==> src/rtl/sokoban_pkg.sv <==
// Shared Sokoban definitions: board geometry, sprite ids, render FSM encoding
// and the board-RAM address helper.
package sokoban_pkg;

    localparam int unsigned TILE_PX       = 8;
    localparam int unsigned COLS          = 20;
    localparam int unsigned ROWS          = 15;
    localparam int unsigned SPRITE_PERIOD = 66;

    localparam int unsigned COL_W  = 5;
    localparam int unsigned ROW_W  = 4;
    localparam int unsigned ADDR_W = 9;
    localparam int unsigned X_W    = 8;
    localparam int unsigned Y_W    = 7;
    localparam int unsigned ID_W   = 3;

    typedef logic [COL_W-1:0]  col_t;
    typedef logic [ROW_W-1:0]  row_t;
    typedef logic [ADDR_W-1:0] addr_t;
    typedef logic [ID_W-1:0]   sprite_t;

    localparam sprite_t FLOOR          = 3'd0;
    localparam sprite_t WALL           = 3'd1;
    localparam sprite_t BOX            = 3'd2;
    localparam sprite_t GOAL           = 3'd3;
    localparam sprite_t BOX_ON_GOAL    = 3'd4;
    localparam sprite_t PLAYER         = 3'd5;
    localparam sprite_t PLAYER_ON_GOAL = 3'd6;

    typedef enum logic [2:0] {
        S_IDLE,
        S_FETCH,
        S_LATCH,
        S_ISSUE,
        S_HOLD
    } state_e;

    typedef enum logic {
        MODE_FULL,
        MODE_SINGLE
    } mode_e;

    // Row-major board RAM address; the board is never wider than 2^COL_W tiles.
    function automatic addr_t tile_addr(input col_t col, input row_t row,
                                        input int unsigned cols);
        return addr_t'(row) * addr_t'(cols) + addr_t'(col);
    endfunction

endpackage

==> src/rtl/board_render_draw_pacer.sv <==
// Loadable down-counter that spaces draw requests; o_expire_c flags the
// cycle whose decrement brings the count to zero.
module draw_pacer #(
    parameter int unsigned W = 7
) (
    input  logic         clk,
    input  logic         resetn,
    input  logic         i_load,
    input  logic [W-1:0] i_load_val,
    input  logic         i_dec,
    output logic         o_expire_c
);

    logic [W-1:0] r_cnt;

    always_ff @(posedge clk) begin
        if (!resetn) begin
            r_cnt <= '0;
        end else if (i_load) begin
            r_cnt <= i_load_val;
        end else if (i_dec && (r_cnt != '0)) begin
            r_cnt <= r_cnt - W'(1);
        end
    end

    // A load value of zero expires on the first hold cycle rather than stalling.
    assign o_expire_c = (r_cnt <= W'(1));

endmodule

==> src/rtl/board_render.sv <==
// Walks the board map and issues one paced draw request per tile to
// sprite_draw, either for the whole board or for a single tile.
module board_render #(
    parameter int unsigned COLS          = sokoban_pkg::COLS,
    parameter int unsigned ROWS          = sokoban_pkg::ROWS,
    parameter int unsigned SPRITE_PERIOD = sokoban_pkg::SPRITE_PERIOD
) (
    input  logic       clk,
    input  logic       resetn,
    input  logic       start,
    input  logic       tile_req,
    input  logic [4:0] tile_x,
    input  logic [3:0] tile_y,
    output logic [8:0] map_addr,
    input  logic [2:0] map_data,
    output logic [7:0] x_out,
    output logic [6:0] y_out,
    output logic [2:0] sprite_id,
    output logic       begin_draw,
    output logic       busy,
    output logic       done
);

    import sokoban_pkg::*;

    localparam int unsigned CNT_W = (SPRITE_PERIOD > 2) ? $clog2(SPRITE_PERIOD) : 1;
    typedef logic [CNT_W-1:0] cnt_t;

    state_e    r_state, w_state_nxt;
    mode_e     r_mode,  w_mode_nxt;
    col_t      r_col,   w_col_nxt;
    row_t      r_row,   w_row_nxt;
    addr_t     r_addr,  w_addr_nxt;
    logic [7:0] r_x,    w_x_nxt;
    logic [6:0] r_y,    w_y_nxt;
    sprite_t   r_id,    w_id_nxt;
    logic      r_begin, w_begin_nxt;
    logic      r_busy,  w_busy_nxt;
    logic      r_done,  w_done_nxt;

    logic      w_load;
    logic      w_dec;
    logic      w_expire;
    logic      w_tile_ok;
    logic      w_last_tile;
    col_t      w_adv_col;
    row_t      w_adv_row;

    draw_pacer #(
        .W (CNT_W)
    ) u_pacer (
        .clk        (clk),
        .resetn     (resetn),
        .i_load     (w_load),
        .i_load_val (cnt_t'(SPRITE_PERIOD - 1)),
        .i_dec      (w_dec),
        .o_expire_c (w_expire)
    );

    assign w_tile_ok   = (32'(tile_x) < COLS) && (32'(tile_y) < ROWS);
    assign w_last_tile = (32'(r_col) == COLS - 1) && (32'(r_row) == ROWS - 1);

    // Raster-order successor of the current tile.
    always_comb begin
        w_adv_col = r_col + col_t'(1);
        w_adv_row = r_row;
        if (32'(r_col) == COLS - 1) begin
            w_adv_col = '0;
            w_adv_row = r_row + row_t'(1);
        end
    end

    always_ff @(posedge clk) begin
        if (!resetn) begin
            r_state <= S_IDLE;
            r_mode  <= MODE_FULL;
            r_col   <= '0;
            r_row   <= '0;
            r_addr  <= '0;
            r_x     <= '0;
            r_y     <= '0;
            r_id    <= '0;
            r_begin <= 1'b0;
            r_busy  <= 1'b0;
            r_done  <= 1'b0;
        end else begin
            r_state <= w_state_nxt;
            r_mode  <= w_mode_nxt;
            r_col   <= w_col_nxt;
            r_row   <= w_row_nxt;
            r_addr  <= w_addr_nxt;
            r_x     <= w_x_nxt;
            r_y     <= w_y_nxt;
            r_id    <= w_id_nxt;
            r_begin <= w_begin_nxt;
            r_busy  <= w_busy_nxt;
            r_done  <= w_done_nxt;
        end
    end

    // The address is registered on entry to FETCH so the RAM sees it for the
    // whole FETCH cycle and its data lands in LATCH.
    always_comb begin
        w_state_nxt = r_state;
        w_mode_nxt  = r_mode;
        w_col_nxt   = r_col;
        w_row_nxt   = r_row;
        w_addr_nxt  = r_addr;
        w_x_nxt     = r_x;
        w_y_nxt     = r_y;
        w_id_nxt    = r_id;
        w_begin_nxt = 1'b0;
        w_busy_nxt  = r_busy;
        w_done_nxt  = 1'b0;
        w_load      = 1'b0;
        w_dec       = 1'b0;

        unique case (r_state)
            S_IDLE: begin
                if (start) begin
                    w_mode_nxt  = MODE_FULL;
                    w_col_nxt   = '0;
                    w_row_nxt   = '0;
                    w_addr_nxt  = '0;
                    w_busy_nxt  = 1'b1;
                    w_state_nxt = S_FETCH;
                end else if (tile_req && w_tile_ok) begin
                    w_mode_nxt  = MODE_SINGLE;
                    w_col_nxt   = tile_x;
                    w_row_nxt   = tile_y;
                    w_addr_nxt  = tile_addr(tile_x, tile_y, COLS);
                    w_busy_nxt  = 1'b1;
                    w_state_nxt = S_FETCH;
                end
            end
            S_FETCH: begin
                w_state_nxt = S_LATCH;
            end
            S_LATCH: begin
                w_id_nxt    = map_data;
                w_x_nxt     = {r_col, 3'b000};
                w_y_nxt     = {r_row, 3'b000};
                w_begin_nxt = 1'b1;
                w_state_nxt = S_ISSUE;
            end
            S_ISSUE: begin
                w_load      = 1'b1;
                w_state_nxt = S_HOLD;
            end
            S_HOLD: begin
                w_dec = 1'b1;
                if (w_expire) begin
                    if ((r_mode == MODE_SINGLE) || w_last_tile) begin
                        w_done_nxt  = 1'b1;
                        w_busy_nxt  = 1'b0;
                        w_state_nxt = S_IDLE;
                    end else begin
                        w_col_nxt   = w_adv_col;
                        w_row_nxt   = w_adv_row;
                        w_addr_nxt  = tile_addr(w_adv_col, w_adv_row, COLS);
                        w_state_nxt = S_FETCH;
                    end
                end
            end
            default: begin
                w_state_nxt = S_IDLE;
            end
        endcase
    end

    assign map_addr   = r_addr;
    assign x_out      = r_x;
    assign y_out      = r_y;
    assign sprite_id  = r_id;
    assign begin_draw = r_begin;
    assign busy       = r_busy;
    assign done       = r_done;

endmodule

==> config.mk <==
export PLATFORM = sky130hd
export DESIGN_NAME = board_render
export DESIGN_NICKNAME = d
export VERILOG_FILES = /design/src/rtl/sokoban_pkg.sv /design/src/rtl/board_render_draw_pacer.sv /design/src/rtl/board_render.sv
export SDC_FILE = /design/constraint.sdc
export NUM_CORES = 1
export LEC_CHECK = 0
export ABC_AREA = 1
export CORE_ASPECT_RATIO = 1.25
export CORE_MARGIN = 2
export CORE_UTILIZATION = 55
export CTS_BUF_LIST = sky130_fd_sc_hd__clkbuf_2 sky130_fd_sc_hd__clkbuf_4 sky130_fd_sc_hd__clkbuf_8
export DETAILED_ROUTE_END_ITERATION = 8
export GPL_ROUTABILITY_DRIVEN = 0
export GPL_TIMING_DRIVEN = 0
export HOLD_SLACK_MARGIN = 0.05
export PLACE_DENSITY_LB_ADDON = 0.3
export SYNTH_ARGS = -nofsm -noshare
export SYNTH_HDL_FRONTEND = slang
export SYNTH_SLANG_ARGS = --single-unit
==> constraint.sdc <==
create_clock -name clk -period 5 [get_ports clk]
set_input_delay 1.25 -clock clk [delete_from_list [all_inputs] [get_ports clk]]
set_output_delay 1.25 -clock clk [all_outputs]
set_load 0.05 [all_outputs]
==> impl_metrics.csv, run 1 <==
group,metric,value,unit
floorplanning,num_io_pins,46,
clocking,ctsResizeCount,0,
detailed_routing,finalWirelength,5.95,mm
detailed_routing,drc_errors,0,
detailed_routing,vias,2468,
pwr,p_seq_share,33.3,%
clocking,cts_root_buffer,"clkbuf_8",
pwr,clkPwrFrac,19.9,%
floorplanning,dieArea,0.00539,mm2
setup_path,critPathTopFamily,"adder cells",
detailed_routing,ant_nets,0,
setup_path,cp-end-kind,"flop",
clocking,cts_made_buffers,5,
sta,finalSetupTns,0,ps
sta,post-route-min-period,3330,ps
pwr,p_per_area,429,mW/mm2
setup_path,r2r_start,"r_col[0]",
synthesis,yosysWarnings,0,
sta,worst_pin_slew,553,ps
synthesis,synth_edf_count,0,
synthesis,yosysSeqAreaShare,31.8,%
synthesis,synth_top_flop_cell,"dfxtp_1",
min_path,min_delay_path_depth,2,
synthesis,postSynthCellCount,362,
setup_path,cp.required,5240,ps
clocking,postCtsHoldBufs,0,
placement,placement.io_buffers,38,
global_route,grt_max_degree,14,
outcome,status,"completed",
pwr,leakagePower,1.46,nW
pwr,switching_power,0.605,mW
setup_path,crit_buf_inv,3,
synthesis,avgSynthCellArea,7.31,um2
placement,hpwl,4.55,mm
clocking,cts.reportedPaths.clkPinSlew,90,ps
global_route,overflow,0,
setup_path,r2r-end,"map_addr[8]",
floorplanning,core_area,0.00469,mm2
finish,multiInputGateArea,0.00156,mm2
synthesis,ys_ff_latch,42,
finish,final_util,68.9,%
finish,fillers,403,
finish,drive_gt1_share,10.9,%
finish,area.growth.synth_to_final,22.2,%
synthesis,synthArstFlopShare,0,%
pwr,p_int,0.782,mW
detailed_routing,initialDrtViolationCount,122,
sta,setup_violations,0,
setup_path,crit_path_max_fanout,5,
clocking,cts_tree,"done",
detailed_routing,via_per_inst,5.22,
pwr,peakVddDrop,0.000280,V
sta,hold_viol,0,
clocking,clk-insertion-delay-late,300,ps
sta,rsz0062_at_grt,"false",
global_route,grt_pass1_vias,2296,
min_path,min_path_type,"reg -> reg",
sta,max_freq,300,MHz
setup_path,r2r_cells,18,
setup_path,path_cells,"clkdlybuf4s50_1 > ha_1 > ha_1 > inv_1 > fa_1 > inv_1 > nand3_1 > o21ai_0 > nand2_1 > nor2_1 > nor2_1 > a21oi_1",
pwr,p_sw_share,43.6,%
floorplanning,fp.dieW,66.0,um
min_path,min_delay_worst_endpoint,"busy",
global_route,antenna_found_initial,0,
sta,drv_slew,0,
setup_path,r2r_slack,1790,ps
synthesis,syn_area,0.00265,mm2
sta,clock_skew,10.4,ps
sta,finalCritPeriodShare,66.6,%
setup_path,cp-startpoint,"tile_y[1]",
setup_path,worstSetupPathType,"in -> reg",
synthesis,synth_cell_types,42,
detailed_routing,post_drt_wl_per_cell,12.6,um
floorplanning,num_rows,28,
detailed_routing,first_pass_iters,4,
global_route,grt_pass1_wl,10.0,mm
setup_path,cp-start-kind,"input port",
run,max-cap-violations,0,
finish,regArea,841,um2
floorplanning,die_h,81.6,um
clocking,cts-htree-levels,2,
floorplanning,initial_core_util,56.4,%
finish,num_antenna_cells,0,
setup_path,worst_path_largest_cell_delay,520,ps
clocking,cts_sinks,42,
pwr,p_comb_share,46.8,%
clocking,cts_setup_buffers,0,
finish,fin_nets,451,
setup_path,arrival,3570,ps
clocking,cts.path.max_buffers,2,
min_path,worstHoldStart,"busy",
global_route,track_usage,23.6,%
setup_path,slowest_stage,"clkdlybuf4s50_1",
sta,relSlewSlack,63.0,%
state kept, by name (all words and copies together) (netlist names):
register       cells
sprite_id          3
r_col              5
busy               1
r_row              4
r_mode             1
map_addr           7
x_out              5
r_state            3
u_pacer.r_cnt      7
done               1
y_out              4
begin_draw         1
worst max path at each step:
stage / end / cells after the start
final: map_addr[8] / 12
after global routing: map_addr[8] / 12
after CTS: map_addr[8] / 12
after detailed placement: map_addr[8] / 12
after global placement: map_addr[8] / 12
after floorplan: map_addr[8] / 11
power by group through the flow:
stage                     combinational (mW)  sequential, mW  clock (mW)
after detailed placement               0.645           0.467           0
final                                  0.649           0.462       0.276
after global routing                   0.711           0.472       0.293
after global placement                 0.635           0.465           0
after floorplan                        0.332           0.596           0
after CTS                              0.651           0.461       0.277
worst reg2reg max path, cell delays in order, from the launching register on:
cell,delay [ps]
dfxtp_1,450
ha_1,250
nand2_2,90
nor2_4,170
inv_1,110
nor2_1,120
xor2_1,320
inv_1,120
ha_1,220
ha_1,200
inv_1,70
fa_1,420
nor2_1,150
nand2_1,70
inv_1,100
nand3_1,80
nand2_1,60
nand3_1,60
a21oi_1,120
metal layers:
metal / track usage [%] / routed length, um
met1: 28.7 / 2670
met2: 42.2 / 2970
met3: 3.29 / 256
met4: 8.37 / 52
met5: 0 / 0
metrics by stage:
step / hold WS [ps] / power, mW / setup WS (ps) / cell area (um2) / instances
2_1_floorplan: 454 / 0.929 / 2100 / 2670 / 367
3_3_place_gp: 466 / 1.10 / 1380 / 3120 / 465
3_5_place_dp: 475 / 1.11 / 1340 / 3120 / 465
4_1_cts: 487 / 1.39 / 1640 / 3230 / 473
5_1_grt: 510 / 1.48 / 1520 / 3230 / 473
6_report: 489 / 1.39 / 1670 / 3230 / 473
cell type report:
type,count,area share [%]
Tap cell,60,2.32
Buffer,16,3.33
Inverter,42,4.87
Multi-Input combinational cell,267,48.2
Timing Repair Buffer,38,11.8
Clock inverter,2,1.16
Sequential cell,42,26.0
Clock buffer,6,2.36
cells in the mapped netlist, types with 2 or more instances:
cell type	number	area (um2)
nor2_1	55	206
nand2_1	47	176
dfxtp_1	42	841
o21ai_0	35	175
inv_1	34	128
a21oi_1	23	115
nand3_1	21	105
ha_1	19	238
buf_4	10	75.1
inv_2	7	26.3
nor3_1	7	35.0
o21ai_1	7	35.0
a22o_1	5	43.8
nand4_1	5	31.3
nor2_4	5	56.3
xor2_1	5	43.8
fa_1	4	80.1
clkbuf_1	3	11.3
nand2_2	3	18.8
buf_2	2	10.0
nor2_2	2	12.5
kinds of logic after synthesis:
kind of cell / synth area share (%)
and+or+nand+nor: 26.6
xor gates and xnor gates: 1.65
adders and majority gates: 12.0
other: 0.142
AOI/OAI and AO/OA: 17.8
DFF: 31.8
buffers and inverters: 10.0
placed cells by master, fill, tap and decap left out, types with 6 or more instances in the layout:
master           count
o21ai_1              7
nand2_1             47
inv_2                7
nand3_1             21
inv_1               34
ha_1                19
o21ai_0             35
nor3_1               7
nor2_1              55
dfxtp_1             42
conb_1               6
clkdlybuf4s50_1     38
buf_4               10
a21oi_1             23
No activity file was read; power rests on OpenSTA's default activity.
==> run 2, diff against run 1 <==
- clock period: 5 -> 3.2 ns (I/O delays scaled with it)
==> run 2 against run 1 <==
Against the previous run: first-iteration DRC count up 7.4%; non-clock buffer count rose by 3; flip-flop and latch count unchanged; via count grew 2.1%; worst setup slack worse by 1500 ps; register-to-register slack got worse by 1600 ps; critical endpoint unchanged; largest power group unchanged.
==> impl_metrics.csv, run 2 (synthesized netlist as in run 1, its figures left out) <==
group,metric,value,unit
global_route,grt_max_degree,14,
setup_path,r2r_start,"r_col[0]",
pwr,p_per_area,665,mW/mm2
run,max-cap-violations,0,
placement,place_ws,-14.3,ps
floorplanning,num_io_pins,46,
clocking,cts_made_buffers,5,
setup_path,arrival,3260,ps
setup_path,crit_path_max_fanout,7,
setup_path,r2r-end,"map_addr[8]",
sta,finalSetupTns,0,ps
setup_path,slowest_stage,"fa_1",
clocking,cts-htree-levels,2,
global_route,grt_pass1_wl,10.0,mm
detailed_routing,drt-met1-wl,2.75,mm
sta,relSlewSlack,62.8,%
clocking,cts.path.max_buffers,2,
sta,clock_skew,10.5,ps
detailed_routing,initialDrtViolationCount,131,
clocking,cts.reportedPaths.clkPinSlew,90,ps
pwr,peakVddDrop,0.000431,V
finish,final_util,69.6,%
floorplanning,fp.dieW,66.0,um
sta,post-route-min-period,3020,ps
setup_path,worst_path_largest_cell_delay,420,ps
sta,worst_pin_slew,554,ps
setup_path,r2r_cells,18,
setup_path,cp-start-kind,"flop",
detailed_routing,highest_layer,"met4",
sta,drv_slew,0,
finish,drive_gt1_share,12.5,%
global_route,grt_pass1_vias,2296,
setup_path,r2r_slack,180,ps
sta,setup_ws,178,ps
setup_path,cp.required,3440,ps
setup_path,critPathTopFamily,"adder cells",
setup_path,worstSetupPathType,"reg -> reg",
finish,fin_nets,454,
sta,hold_viol,0,
detailed_routing,met2_length,3.03,mm
finish,mostFrequentLayoutCells,"nor2_1 (54), nand2_1 (47), dfxtp_1 (40), clkdlybuf4s50_1 (38), o21ai_0 (35)",
min_path,min_delay_path_depth,2,
clocking,cts_sinks,42,
clocking,cts_root_buffer,"clkbuf_8",
finish,final_common_cell,"nor2_1",
min_path,min_path_type,"reg -> reg",
detailed_routing,drc_errors,0,
finish,area.growth.synth_to_final,23.5,%
clocking,clk-insertion-delay-late,300,ps
detailed_routing,via_per_inst,5.29,
pwr,leakagePower,1.48,nW
floorplanning,num_rows,28,
min_path,min_delay_worst_endpoint,"busy",
detailed_routing,wl_met3,214,um
global_route,antenna_found_initial,0,
floorplanning,die_h,81.6,um
clocking,cts_tree,"done",
global_route,overflow,0,
floorplanning,dieArea,0.00539,mm2
sta,max_freq,331,MHz
detailed_routing,first_pass_iters,4,
finish,final_cell_count_no_fill,476,
detailed_routing,ant_nets,0,
setup_path,path_cells,"ha_1 > nand2_2 > nor2_4 > inv_1 > nor2_2 > xor2_2 > inv_1 > ha_1 > ha_1 > inv_1 > fa_1 > nor2_1 > nand2_1 > inv_1 > nand3_1 > nand2_1 > nand3_1 > a21oi_1",
min_path,worstHoldStart,"busy",
finish,num_antenna_cells,0,
sta,finalCritPeriodShare,94.4,%
setup_path,cpMostUsedCell,"inv_1",
global_route,track_usage,23.6,%
floorplanning,initial_core_util,56.4,%
detailed_routing,vias,2519,
placement,placement.io_buffers,38,
sta,setup_violations,0,
setup_path,cp-end-kind,"flop",
floorplanning,core_area,0.00469,mm2
outcome,status,"completed",
placement,hpwl,4.55,mm
detailed_routing,finalWirelength,6.04,mm
setup_path,crit_buf_inv,4,
placement,placed_cells,465,
detailed_routing,post_drt_wl_per_cell,12.7,um
==> run 2: cell type report <==
cell class	count	area, um2
Inverter	42	158
Clock buffer	6	76.3
Buffer	16	108
Multi-Input combinational cell	267	1570
Fill cell	400	1430
Clock inverter	2	37.5
Timing Repair Buffer	41	403
Sequential cell	42	843
Tap cell	60	75.1
==> run 2: per-stage QoR <==
stage               hold slack, ps  power (mW)  area [um2]
global placement               466        1.72        3120
global route                   510        2.31        3270
finish                         489        2.17        3270
detailed placement             475        1.74        3120
floorplan                      454        1.45        2670
CTS                            487        2.17        3230
==> run 2: worst reg2reg max path, stage by stage, from the launching register on <==
cell and delay, ps:
dfxtp_2 390, ha_1 220, nand2_2 90, nor2_4 160
inv_1 110, nor2_2 150, xor2_2 220, inv_1 100
ha_1 210, ha_1 200, inv_1 70, fa_1 420
nor2_1 150, nand2_1 70, inv_1 100, nand3_1 80
nand2_1 60, nand3_1 60, a21oi_1 120
==> run 2: report_power, final <==
group          leakage [nW]  internal, mW  total (mW)  switching [mW]
clock                0.0548         0.241       0.431           0.190
combinational          1.08         0.352        1.02           0.667
sequential            0.345         0.632       0.723          0.0906
==> run 2: routing by layer <==
metal	vias up	GRT usage [%]
met5	-	0
met2	51	42.2
met4	0	8.37
met3	6	3.29
li1	1294	-
met1	1168	28.7
==> run 2: how the worst max path moves through the flow <==
stage	start	endpoint	slack, ps	cells past startpoint
floorplan	r_col[0]	map_addr[8]	340	18
global placement	tile_y[1]	map_addr[8]	30	12
detailed placement	tile_y[1]	map_addr[8]	-10	12
CTS	r_col[0]	map_addr[8]	7	18
global route	r_col[0]	map_addr[8]	-20	18
finish	r_col[0]	map_addr[8]	180	18
==> run 2: what timing repair did <==
item / in CTS / in global routing
setup endpoints to repair: 0 / 4
gates resized for setup: 0 / 4
endpoints found under the hold margin: 0 / 0
hold buffers: 0 / 0
buffers inserted: 0 / 3
==> run 3, diff against run 2 <==
- CORE_MARGIN: 2 -> not set
- CTS_CLUSTER_SIZE: not set -> 12
==> run 3 against run 2 <==
Against the previous run: final area up 0.61%; clock skew shrank 0.72 ps; sequential share of layout area about the same; combinational power about the same; worst setup slack better by 95 ps; non-clock buffer count grew 1; first-iteration DRC count fell by 22%; critical path type unchanged; fmax rose by 3.3%; clock-buffer cell count shrank 1; register-to-register slack gained 95 ps.
==> impl_metrics.csv, run 3 (synthesized netlist as in run 1, its figures left out) <==
group,metric,value,unit
pwr,leakagePower,1.49,nW
pwr,clkPwrFrac,19.0,%
sta,post-route-min-period,2930,ps
finish,num_antenna_cells,0,
pwr,p_int,1.23,mW
sta,relSlewSlack,63.0,%
global_route,grt_pass1_wl,10.4,mm
sta,worst_pin_slew,552,ps
sta,rsz0062_at_grt,"false",
detailed_routing,drc_errors,0,
global_route,grt_max_degree,14,
finish,area.growth.synth_to_final,24.3,%
finish,regArea,848,um2
placement,place_area,0.00312,mm2
finish,fillers,364,
clocking,cts_root_buffer,"clkbuf_8",
finish,drive_gt1_share,13.2,%
floorplanning,fp.dieW,64.0,um
detailed_routing,finalWirelength,6.28,mm
sta,hold_viol,0,
detailed_routing,post_drt_wl_per_cell,13.2,um
sta,setup_violations,0,
sta,finalSetupTns,0,ps
sta,finalCritPeriodShare,91.5,%
setup_path,worstSetupPathType,"reg -> reg",
setup_path,cp-end-kind,"flop",
run,max-cap-violations,0,
placement,hpwl,4.61,mm
finish,final_util,72.7,%
pwr,switching_power,0.955,mW
floorplanning,die_h,79.6,um
finish,final_common_cell,"nor2_1",
outcome,status,"completed",
detailed_routing,via_per_inst,5.47,
global_route,overflow,0,
setup_path,cpMostUsedCell,"inv_1",
pwr,p_total,2.18,mW
floorplanning,num_io_pins,46,
floorplanning,initial_core_util,58.5,%
floorplanning,dieArea,0.00509,mm2
pwr,p_per_area,663,mW/mm2
pwr,peakVddDrop,0.000572,V
clocking,cts.path.max_buffers,2,
placement,placement.io_buffers,38,
setup_path,cp.required,3430,ps
sta,max_freq,342,MHz
finish,mostFrequentLayoutCells,"nor2_1 (53), nand2_1 (47), dfxtp_1 (40), clkdlybuf4s50_1 (38), o21ai_0 (35)",
clocking,cts_tree,"done",
floorplanning,core_area,0.00453,mm2
finish,multiInputGateArea,0.00158,mm2
pwr,p_seq_share,33.6,%
setup_path,cp-start-kind,"flop",
clocking,cts_made_buffers,5,
clocking,clk-insertion-delay-late,300,ps
setup_path,arrival,3160,ps
setup_path,worst_path_largest_cell_delay,440,ps
setup_path,crit_path_max_fanout,7,
detailed_routing,first_pass_iters,4,
setup_path,slowest_stage,"fa_1",
min_path,min_path_type,"reg -> reg",
global_route,antenna_found_initial,0,
global_route,track_usage,26.1,%
finish,finalInstanceArea,0.00329,mm2
clocking,cts_sinks,42,
finish,fin_nets,455,
sta,hold_ws,475,ps
detailed_routing,ant_nets,0,
setup_path,path_cells,"ha_4 > nand2_2 > nor2_4 > inv_1 > nor2_2 > xor2_2 > inv_1 > ha_1 > ha_1 > inv_1 > fa_1 > nor2_2 > nand2_1 > inv_1 > nand3_1 > nand2_1 > nand3_1 > a21oi_1",
detailed_routing,vias,2598,
pwr,p_comb_share,47.4,%
global_route,grt_pass1_vias,2378,
clocking,cts-htree-levels,2,
detailed_routing,initialDrtViolationCount,102,
clocking,cts.reportedPaths.clkPinSlew,80,ps
sta,drv_slew,0,
clocking,postCtsHoldBufs,0,
sta,clock_skew,9.82,ps
floorplanning,num_rows,27,
pwr,p_sw_share,43.8,%
==> run 3: per-layer routing <==
metal  vias up  global-route usage [%]  wire (um)
li1       1300                       -          -
met1      1197                    30.2       2600
met5         -                       0          0
met3        14                    5.71        382
met2        87                    45.4       3170
met4         0                    11.6        131
==> run 3: final timing paths <==
path / start / endpoint / slack (ps) / cells past startpoint
worst min register to register: busy / busy / 480 / 2
worst max register to register: r_col[0] / map_addr[8] / 270 / 18
worst max-delay path: r_col[0] / map_addr[8] / 270 / 18
worst min-delay path: busy / busy / 480 / 2
==> run 3: through the flow <==
stage | setup WS [ps] | instances
final | 273 | 475
after global routing | 12.6 | 475
after CTS | 21.3 | 471
after detailed placement | -96.1 | 463
after global placement | 33.2 | 463
after floorplan | 343 | 367
==> run 3: cell type report <==
| class | count | area share [%] |
|---|---|---|
| inverter | 42 | 4.79 |
| tap | 58 | 2.21 |
| multi-input combinational | 267 | 48.2 |
| clock inverter | 3 | 1.22 |
| timing repair buffer | 42 | 12.5 |
| sequential | 42 | 25.8 |
| buffer | 16 | 3.27 |
| clock buffer | 5 | 2.09 |
==> run 3: repair_timing <==
action | 4_1_cts | 5_1_grt
buffers inserted | 0 | 4
gates resized for setup | 4 | 5
endpoints found under the setup margin | 3 | 3
pin swaps | 0 | 4
==> run 3: power groups by stage <==
| stage | sequential, mW | clock [mW] | combinational [mW] |
|---|---|---|---|
| floorplan | 0.932 | 0 | 0.519 |
| global placement | 0.727 | 0 | 0.991 |
| detailed placement | 0.732 | 0 | 1.01 |
| CTS | 0.724 | 0.420 | 1.02 |
| global route | 0.748 | 0.444 | 1.13 |
| finish | 0.733 | 0.415 | 1.03 |
==> run 3: critical path, delay by kind of cell, from the launching register on <==
| family | cells | cell delay (ps) |
|---|---|---|
| adders and majority gates | 4 | 1000 |
| and+or+nand+nor | 8 | 770 |
| DFF | 1 | 400 |
| buffers and inverters | 4 | 360 |
| xor gates and xnor gates | 1 | 190 |
| AOI/OAI and AO/OA | 1 | 130 |
